--- config.mk ---
export PLATFORM = sky130hd
export DESIGN_NAME = seq_det_sched
export DESIGN_NICKNAME = d
export VERILOG_FILES = /design/src/rtl/seq_det_sched_pkg.sv /design/src/rtl/seq_det_sched_rr_arbiter.sv /design/src/rtl/seq_det_sched.sv
export SDC_FILE = /design/constraint.sdc
export NUM_CORES = 1
export LEC_CHECK = 0
export BUFFER_PORTS_ARGS = -buffer_cell sky130_fd_sc_hd__buf_2
export CORE_MARGIN = 3
export CORE_UTILIZATION = 28
export CTS_BUF_LIST = sky130_fd_sc_hd__clkbuf_8
export CTS_CLUSTER_SIZE = 12
export DETAILED_ROUTE_END_ITERATION = 16
export PLACE_DENSITY_LB_ADDON = 0.12
export REMOVE_ABC_BUFFERS = 1
export SYNTH_ARGS = -nofsm -noshare
export SYNTH_HDL_FRONTEND = slang
export SYNTH_HIERARCHICAL = 1
export SYNTH_SLANG_ARGS = --single-unit
export TNS_END_PERCENT = 5
--- constraint.sdc ---
create_clock -name clk -period 5.85 [get_ports clk]
set_input_delay 0 -clock clk [delete_from_list [all_inputs] [get_ports clk]]
set_output_delay 0 -clock clk [all_outputs]
set_load 0.05 [all_outputs]
--- src/rtl/seq_det_sched_pkg.sv ---
// Shared constants, FSM encodings and the round-robin pick function for seq_det_sched.
package seq_det_sched_pkg;

  localparam int unsigned DEF_NREQ   = 4;
  localparam int unsigned DEF_WORD_W = 8;
  localparam int unsigned DEF_ID_W   = 2;
  localparam int unsigned DEF_CNT_W  = 5;

  localparam int unsigned MAX_NREQ  = 8;
  localparam int unsigned MAX_IDX_W = 3;

  localparam logic [2:0] S_IDLE   = 3'd0;
  localparam logic [2:0] S_CLR    = 3'd1;
  localparam logic [2:0] S_SHIFT  = 3'd2;
  localparam logic [2:0] S_DRAIN  = 3'd3;
  localparam logic [2:0] S_REPORT = 3'd4;

  // First set request strictly after 'last', wrapping modulo nreq.
  function automatic int unsigned rr_pick(input logic [MAX_NREQ-1:0] req,
                                          input int unsigned         last,
                                          input int unsigned         nreq);
    int unsigned idx;
    int unsigned pick;
    logic        found;
    pick  = 0;
    found = 1'b0;
    for (int unsigned k = 1; k <= MAX_NREQ; k++) begin
      idx = (last + k) % nreq;
      if (!found && (k <= nreq) && req[idx[MAX_IDX_W-1:0]]) begin
        pick  = idx;
        found = 1'b1;
      end
    end
    return pick;
  endfunction

endpackage

--- src/rtl/seq_det_sched_rr_arbiter.sv ---
// Requester arbiter: combinational one-hot pick plus the registered last-grant pointer.
// SEQ_DET_SCHED_FIXED_PRIO_EN selects fixed lowest-index priority and drops the pointer.
module rr_arbiter
  import seq_det_sched_pkg::*;
#(
  parameter int unsigned NREQ = DEF_NREQ,
  parameter int unsigned ID_W = DEF_ID_W
) (
  input  logic            clk,
  input  logic            rst,
  input  logic            en,
  input  logic [NREQ-1:0] req,
  output logic [NREQ-1:0] gnt,
  output logic [ID_W-1:0] gnt_idx
);

  logic take;
  assign take = en && (|req);

`ifdef SEQ_DET_SCHED_FIXED_PRIO_EN
  logic unused_clk_rst;
  assign unused_clk_rst = clk ^ rst;

  // Searching from NREQ-1 always yields the lowest set index.
  always_comb begin
    gnt_idx = ID_W'(rr_pick(MAX_NREQ'(req), NREQ - 1, NREQ));
  end
`else
  logic [ID_W-1:0] last_q;
  logic [ID_W-1:0] last_d;

  always_comb begin
    gnt_idx = ID_W'(rr_pick(MAX_NREQ'(req), 32'(last_q), NREQ));
    last_d  = last_q;
    if (take) begin
      last_d = gnt_idx;
    end
  end

  always_ff @(posedge clk) begin
    if (rst) begin
      last_q <= ID_W'(NREQ - 1);
    end else begin
      last_q <= last_d;
    end
  end
`endif

  always_comb begin
    gnt = '0;
    if (take) begin
      gnt = NREQ'(1) << gnt_idx;
    end
  end

endmodule

--- src/rtl/seq_det_sched.sv ---
// Shares one bit-serial sequence detector between NREQ requesters: grant, clear, shift MSB-first, report.
// Optional macro SEQ_DET_SCHED_FIXED_PRIO_EN switches the arbiter to fixed priority.
module seq_det_sched
  import seq_det_sched_pkg::*;
#(
  parameter int unsigned NREQ   = DEF_NREQ,
  parameter int unsigned WORD_W = DEF_WORD_W,
  parameter int unsigned ID_W   = DEF_ID_W,
  parameter int unsigned CNT_W  = DEF_CNT_W
) (
  input  logic                   clk,
  input  logic                   rst,
  input  logic [NREQ-1:0]        req,
  input  logic [NREQ*WORD_W-1:0] req_word,
  output logic [NREQ-1:0]        gnt,
  output logic                   busy,
  output logic                   det_clr,
  output logic                   det_x,
  input  logic                   det_y,
  output logic                   done,
  output logic [ID_W-1:0]        done_id,
  output logic                   done_hit
);

  logic [2:0]        state_q, state_d;
  logic [WORD_W-1:0] word_q, word_d;
  logic [ID_W-1:0]   id_q, id_d;
  logic [CNT_W-1:0]  cnt_q, cnt_d;
  logic              hit_q, hit_d;
  logic              det_x_q, det_x_d;
  logic              det_clr_q, det_clr_d;
  logic              done_q, done_d;
  logic [ID_W-1:0]   done_id_q, done_id_d;
  logic              done_hit_q, done_hit_d;
  logic              busy_q, busy_d;

  logic                         arb_en;
  logic [NREQ-1:0]              arb_gnt;
  logic [ID_W-1:0]              arb_idx;
  logic [NREQ-1:0][WORD_W-1:0]  words;
  logic [WORD_W-1:0]            sel_word;

  assign arb_en   = (state_q == S_IDLE);
  assign words    = req_word;
  assign sel_word = words[arb_idx];

  rr_arbiter #(
    .NREQ (NREQ),
    .ID_W (ID_W)
  ) u_arb (
    .clk     (clk),
    .rst     (rst),
    .en      (arb_en),
    .req     (req),
    .gnt     (arb_gnt),
    .gnt_idx (arb_idx)
  );

  // word_q doubles as the shift register; det_x is pre-loaded one state ahead so it is registered.
  always_comb begin
    state_d    = state_q;
    word_d     = word_q;
    id_d       = id_q;
    cnt_d      = cnt_q;
    hit_d      = hit_q;
    det_x_d    = 1'b0;
    det_clr_d  = 1'b0;
    done_d     = 1'b0;
    done_id_d  = done_id_q;
    done_hit_d = done_hit_q;
    case (state_q)
      S_IDLE: begin
        if (|req) begin
          word_d    = sel_word;
          id_d      = arb_idx;
          det_clr_d = 1'b1;
          state_d   = S_CLR;
        end
      end
      S_CLR: begin
        cnt_d   = '0;
        hit_d   = 1'b0;
        det_x_d = word_q[WORD_W-1];
        word_d  = {word_q[WORD_W-2:0], 1'b0};
        state_d = S_SHIFT;
      end
      S_SHIFT: begin
        cnt_d  = cnt_q + CNT_W'(1);
        word_d = {word_q[WORD_W-2:0], 1'b0};
        // The first det_y of a job still reflects the clear.
        if (cnt_q != '0) begin
          hit_d = hit_q | det_y;
        end
        if (cnt_q == CNT_W'(WORD_W - 1)) begin
          state_d = S_DRAIN;
        end else begin
          det_x_d = word_q[WORD_W-1];
        end
      end
      S_DRAIN: begin
        hit_d      = hit_q | det_y;
        done_d     = 1'b1;
        done_id_d  = id_q;
        done_hit_d = hit_q | det_y;
        state_d    = S_REPORT;
      end
      S_REPORT: begin
        state_d = S_IDLE;
      end
      default: begin
        state_d = S_IDLE;
      end
    endcase
    busy_d = (state_d != S_IDLE);
  end

  always_ff @(posedge clk) begin
    if (rst) begin
      state_q    <= S_IDLE;
      word_q     <= '0;
      id_q       <= '0;
      cnt_q      <= '0;
      hit_q      <= 1'b0;
      det_x_q    <= 1'b0;
      det_clr_q  <= 1'b0;
      done_q     <= 1'b0;
      done_id_q  <= '0;
      done_hit_q <= 1'b0;
      busy_q     <= 1'b0;
    end else begin
      state_q    <= state_d;
      word_q     <= word_d;
      id_q       <= id_d;
      cnt_q      <= cnt_d;
      hit_q      <= hit_d;
      det_x_q    <= det_x_d;
      det_clr_q  <= det_clr_d;
      done_q     <= done_d;
      done_id_q  <= done_id_d;
      done_hit_q <= done_hit_d;
      busy_q     <= busy_d;
    end
  end

  assign gnt      = arb_gnt;
  assign busy     = busy_q;
  assign det_clr  = det_clr_q;
  assign det_x    = det_x_q;
  assign done     = done_q;
  assign done_id  = done_id_q;
  assign done_hit = done_hit_q;

endmodule

Word level (Yosys, flattened, before mapping)
Index checks and enable logic that the tools add are counted.
{ "word_totals": {"word_cells": 80, "output_inout_bits": 11, "regBits": 28} }
{ "op_classes": {"n_shift": 1, "order_cmp": 5, "reduce_logical": 19, "eq_ne": 6, "addsub": 5, "bitwise_logic": 2, "n_mux": 30} }
{ "op_table": {"columns": ["operator", "count"], "rows": [
  ["$bmux W8 S2", 1],
  ["$lt A2 B4 Y1 const B", 4],
  ["$mux W8", 2],
  ["$pmux W8 S2", 1],
  ["$pmux W3 S4", 1],
  ["$mux W1", 11],
  ["$pmux W5 S2", 1],
  ["$bmux W1 S2", 4],
  ["$mux W2", 4],
  ["$eq A3 B2 Y1 const B", 2],
  ["$mux W3", 2],
  ["$reduce_and A2 Y1", 3],
  ["$reduce_bool A3 Y1", 2],
  ["$add A5 B1 Y5 const B", 1],
  ["$eq A5 B3 Y1 const B", 1],
  ["$reduce_bool A5 Y1", 1],
  ["$add A2 B1 Y2 const B", 2],
  ["$add A2 B2 Y2 const B", 2],
  ["$logic_and A1 B1 Y1", 4],
  ["$mux W4", 1],
  ["$ne A2 B2 Y1 const B", 2],
  ["$reduce_bool A2 Y1", 2],
  ["$reduce_or A2 Y1", 2],
  ["$reduce_or A4 Y1", 1],
  ["other kinds (9)", 11]
]} }

Longest topological paths before layout
{ "logic_depth": {"word_depth": 17, "mapped_depth": 7, "depth_no_buf": 6} }

Cells and area by module
The synthesis kept the hierarchy.
{ "by_module_without_submodules": {"columns": ["module", "area_each_um2", "n_inst", "cells_per_inst", "seq_area_each_um2"], "rows": [
  ["seq_det_sched", 1383.8, 1, 142, 520.5],
  ["rr_arbiter", 212.7, 1, 26, 40.0]
]} }

Worst setup path after synthesis
No wires, ideal clock.
{ "synth_path": {"path_type": "flip-flop to flip-flop", "startpoint": "register u_arb.last_q[0]", "endpoint": "register word_q[1]", "t_required_ns": 5.716, "t_arrival_ns": 1.732, "setup_time_ns": 0.134, "setup_slack_ns": 3.984, "path_stages_with_launch": 8, "path_buffers": 1, "cell_sequence": "dfxtp_1 -> nand2b_1 -> o21ai_1 -> a221o_2 -> buf_2 -> mux4_2 -> mux2i_1 -> a211oi_1"} }
{ "synth_between": {"elab_chain_cells": 17, "elab_cells_between_ends": 29} }
{ "synth_lines": {"columns": ["element", "line", "text"], "rows": [
  ["from (decl)", "seq_det_sched_rr_arbiter.sv:29", "logic [ID_W-1:0] last_q;"],
  ["from (signal assigned)", "seq_det_sched_rr_arbiter.sv:42", "last_q <= ID_W'(NREQ - 1);"],
  ["from (signal assigned)", "seq_det_sched_rr_arbiter.sv:44", "last_q <= last_d;"],
  ["$add A2 B1 Y2", "seq_det_sched_pkg.sv:28", "idx = (last + k) % nreq;"],
  ["$bmux W1 S2", "seq_det_sched_pkg.sv:29", "if (!found && (k <= nreq) && req[idx[MAX_IDX_W-1:0]]) begin"],
  ["$mux W1 (implied by the code)", "seq_det_sched_pkg.sv:29", null],
  ["$mux W1", "seq_det_sched_pkg.sv:29", null],
  ["$logic_not A1 Y1", "seq_det_sched_pkg.sv:29", null],
  ["$logic_and A1 B1 Y1", "seq_det_sched_pkg.sv:29", null],
  ["$mux W1", "seq_det_sched_pkg.sv:29", null],
  ["$logic_not A1 Y1", "seq_det_sched_pkg.sv:29", null],
  ["[2 not listed]", null, null],
  ["$logic_not A1 Y1", "seq_det_sched_pkg.sv:29", null],
  ["$logic_and A1 B1 Y1", "seq_det_sched_pkg.sv:29", null],
  ["$mux W2 (*)", "seq_det_sched_pkg.sv:29", null],
  ["net arb_idx[0]", "seq_det_sched.sv:39", "logic [ID_W-1:0] arb_idx;"],
  ["$bmux W8 S2 (*)", "seq_det_sched.sv:45", "assign sel_word = words[arb_idx];"],
  ["$mux W8 (implied by the code) (*)", "seq_det_sched.sv:45", null],
  ["$mux W8 (*)", "seq_det_sched.sv:73", "if (|req) begin"],
  ["$pmux W8 S2 (*)", "seq_det_sched.sv:71", "case (state_q)"],
  ["to (signal assigned)", "seq_det_sched.sv:132", "word_q <= word_d;"],
  ["to (decl)", "seq_det_sched.sv:26", "logic [WORD_W-1:0] word_q, word_d;"]
]} }
The timed path passes the listed nets; every way through them passes the cells marked *. The select of a mux whose other input is x is not followed.
A chain may end at the register's enable or synchronous reset.

Final worst setup path
{ "layout_path": {"startpoint": "register u_arb.last_q[0]", "endpoint": "register word_q[2]"} }
Same word-level chain as after synthesis.

==> impl_metrics.csv <==
group,metric,value,unit
setup_path,endpoint_kind,"register",
sta,setup_tns,0,ns
cells_and_area,final_common_cell,"buf_2",
cells_and_area,layout_common_cells,"49 x buf_2, 28 x dfxtp_1, 22 x nor2_1, 11 x a21oi_1, 9 x mux2i_1",
clock_tree,cts_resized,0,
clock_tree,cts.path.max_buffers,2,
yosys,synth_warnings,6,
cells_and_area,fin_nets,251,
pwr,clkPwrFrac,20.5,%
pwr,seq_power_share,36.7,%
global_route,grt_start_max_net_pins,27,
cells_and_area,drive_above_1_share,34.0,%
pwr,power_frac_comb,42.8,%
clock_tree,cts_tree,"yes",
die,die_h,81.5,um
setup_path,cp_data_required_time,5.99,ns
sta,rsz0062_at_grt,"no",
die,dieArea,6640,um^2
setup_path,cp_max_fo,11,
setup_path,worstSetupPathType,"reg2reg",
route,routed_via_density,4.98,
pwr,ir_drop,0.206,mV
status,outcome,"completed",
clock_tree,post-cts-setup-buffers,0,
yosys,synth-async-reset-ratio,0,%
die,io_pins,50,
sta,tightest_slew,1.10,ns
route,num_vias,1389,
placement,portBuffers,49,
yosys,synth_area_per_cell,9.50,um^2
die,rows,26,
sta,finClkSkew,0.00733,ns
cells_and_area,fin_cells,279,
yosys,netlist_area,1600,um^2
cells_and_area,final_area,1920,um^2
job,cap_violations,0,
route,routed_wl,3850,um
setup_path,startpoint_type,"register",
route,final_antenna_net_count,0,
yosys,ys_types,50,
route,drc,0,
pwr,power.internal,468,uW
clock_tree,insertion_delay,0.28,ns
pwr,leakage,0.000796,uW
sta,hold_viol,0,
global_route,antenna_found_initial,0,
setup_path,critPathSlowestCell,"a21oi_1",
global_route,gr-total-overflow,0,
pwr,p_sw,293,uW
cells_and_area,area_growth,20.4,%
sta,fmax,0.441,GHz
sta,max_slew_margin,26.8,%
die,die_w,81.5,um
die,core,5300,um^2
hold_path,hp-class,"in2reg",
clock_tree,cts.sinks,28,
clock_tree,numCtsBuffers,3,
die,start_util,30.1,%
placement,postPlaceCellArea,1850,um^2
pwr,p_per_area,396,nW/um^2
clock_tree,hold_buffers,0,
clock_tree,cts-htree-levels,1,
yosys,synth_seq_area_share,35.1,%
route,wire_per_inst,13.8,um
sta,drv_slew,0,
setup_path,path_cells,"nand2b_1 -> o21a_1 -> a21oi_1 -> mux4_2 -> mux2i_1 -> a211oi_1",
placement,gp_congestion,0.764,
route,drt-initial-drc-count,44,
clock_tree,cts-root-buf,"clkbuf_8",
yosys,synthCells,168,
placement,hpwl,2890,um
yosys,synth-seq-cells,28,
sta,setup_violations,0,
cells_and_area,n_antenna_cell,0,
placement,dp_cells,275,
global_route,grt_first_pass_wirelength,6350,um
setup_path,worstPathArrival,2.41,ns
global_route,grt_pass1_vias,1367,
yosys,synth-edff-count,0,
setup_path,slowest_delay,0.86,ns
route,drt_first_pass_iters,4,
clock_tree,cts.clk_slew.worst_paths,0.10,ns
sta,fin_crit_sh,38.8,%
global_route,track_usage,12.2,%
yosys,synth_flop_cell,"dfxtp_1",
sta,fin_crit,2.27,ns
pwr,swShare,38.5,%
==> kinds of logic after synthesis <==
family                     Yosys count  share of synthesized area (%)
adders and majority gates            2                           1.57
DFF                                 28                           35.1
AOI/OAI and AO/OA                   43                           18.8
and+or+nand+nor                     59                           20.2
muxes                               18                           17.6
xor gates and xnor gates             1                          0.549
buffers and inverters               17                           6.11
==> layout make-up <==
class / count / area (um^2)
timing repair buffer: 49 / 245
clock inverter: 1 / 30.0
sequential: 28 / 561
clock buffer: 3 / 41.3
multi-input combinational: 123 / 938
fill: 550 / 3380
tap: 70 / 87.6
inverter: 5 / 18.8
==> path summary, 6_finish.rpt <==
check	to	slack (ns)	cells past startpoint	start
worst max register to register	word_q[2]$_SDFFE_PP0P_	3.58	6	u_arb/last_q[0]$_SDFFE_PP1P_
worst max-delay path	word_q[2]$_SDFFE_PP0P_	3.58	6	u_arb/last_q[0]$_SDFFE_PP1P_
worst min-delay path	done_hit$_SDFFE_PP0P_	0.01	3	det_y
worst min register to register	done_id[1]$_SDFFE_PP0P_	0.46	2	done_id[1]$_SDFFE_PP0P_
==> cells in the mapped netlist, types with 3 or more instances <==
cell      count  area [um^2]
nor2_1       22         82.6
clkbuf_1      3         11.3
mux2i_1       9         90.1
buf_6         3         33.8
nand2_1       6         22.5
a21oi_1      11         55.1
o21ai_0       6         30.0
inv_1         5         18.8
nor3_1        4         20.0
dfxtp_1      28          561
nand3_1       3         15.0
mux4_2        8          180
a211oi_1      7         52.6
nand2b_1      8         50.1
==> through the flow <==
stage | util [%] | setup slack, ns | hold WS [ns] | power [uW]
global route | 36.2 | 3.35 | 0.0202 | 819
finish | 36.2 | 3.58 | 0.0117 | 760
detailed placement | 34.9 | 3.56 | 0.299 | 614
CTS | 36.2 | 3.54 | 0.00534 | 773
floorplan | - | 3.94 | 0.0691 | 532
global placement | 34.9 | 3.58 | 0.301 | 615
==> power by group through the flow <==
stage	clock network (uW)	logic, uW	registers, uW
floorplan	0	243	289
global placement	0	331	284
detailed placement	0	331	284
CTS	161	332	280
global route	169	362	287
finish	156	326	279
==> routing by layer <==
metal	vias up	share of wire, %	track usage [%]
met5	-	0	0
met4	0	0.49	2.03
met3	2	4.8	3.29
met2	32	49	20.0
met1	660	46	16.2
li1	695	-	-
==> worst max-delay path: cells and delay by family (launching register included) <==
family / cells / cell delay (ns)
compound gates: 3 / 1.08
mux: 2 / 0.57
flops: 1 / 0.33
simple gates: 1 / 0.16
==> sequential cells by signal (all words and copies together), names as in the netlist <==
| name | count |
|---|---|
| id_q | 2 |
| det_clr | 1 |
| done | 1 |
| cnt_q | 5 |
| done_hit | 1 |
| done_id | 2 |
| busy | 1 |
| hit_q | 1 |
| u_arb/last_q | 2 |
| det_x | 1 |
| word_q | 8 |
| state_q | 3 |
Power figures use the tool's default switching activity.
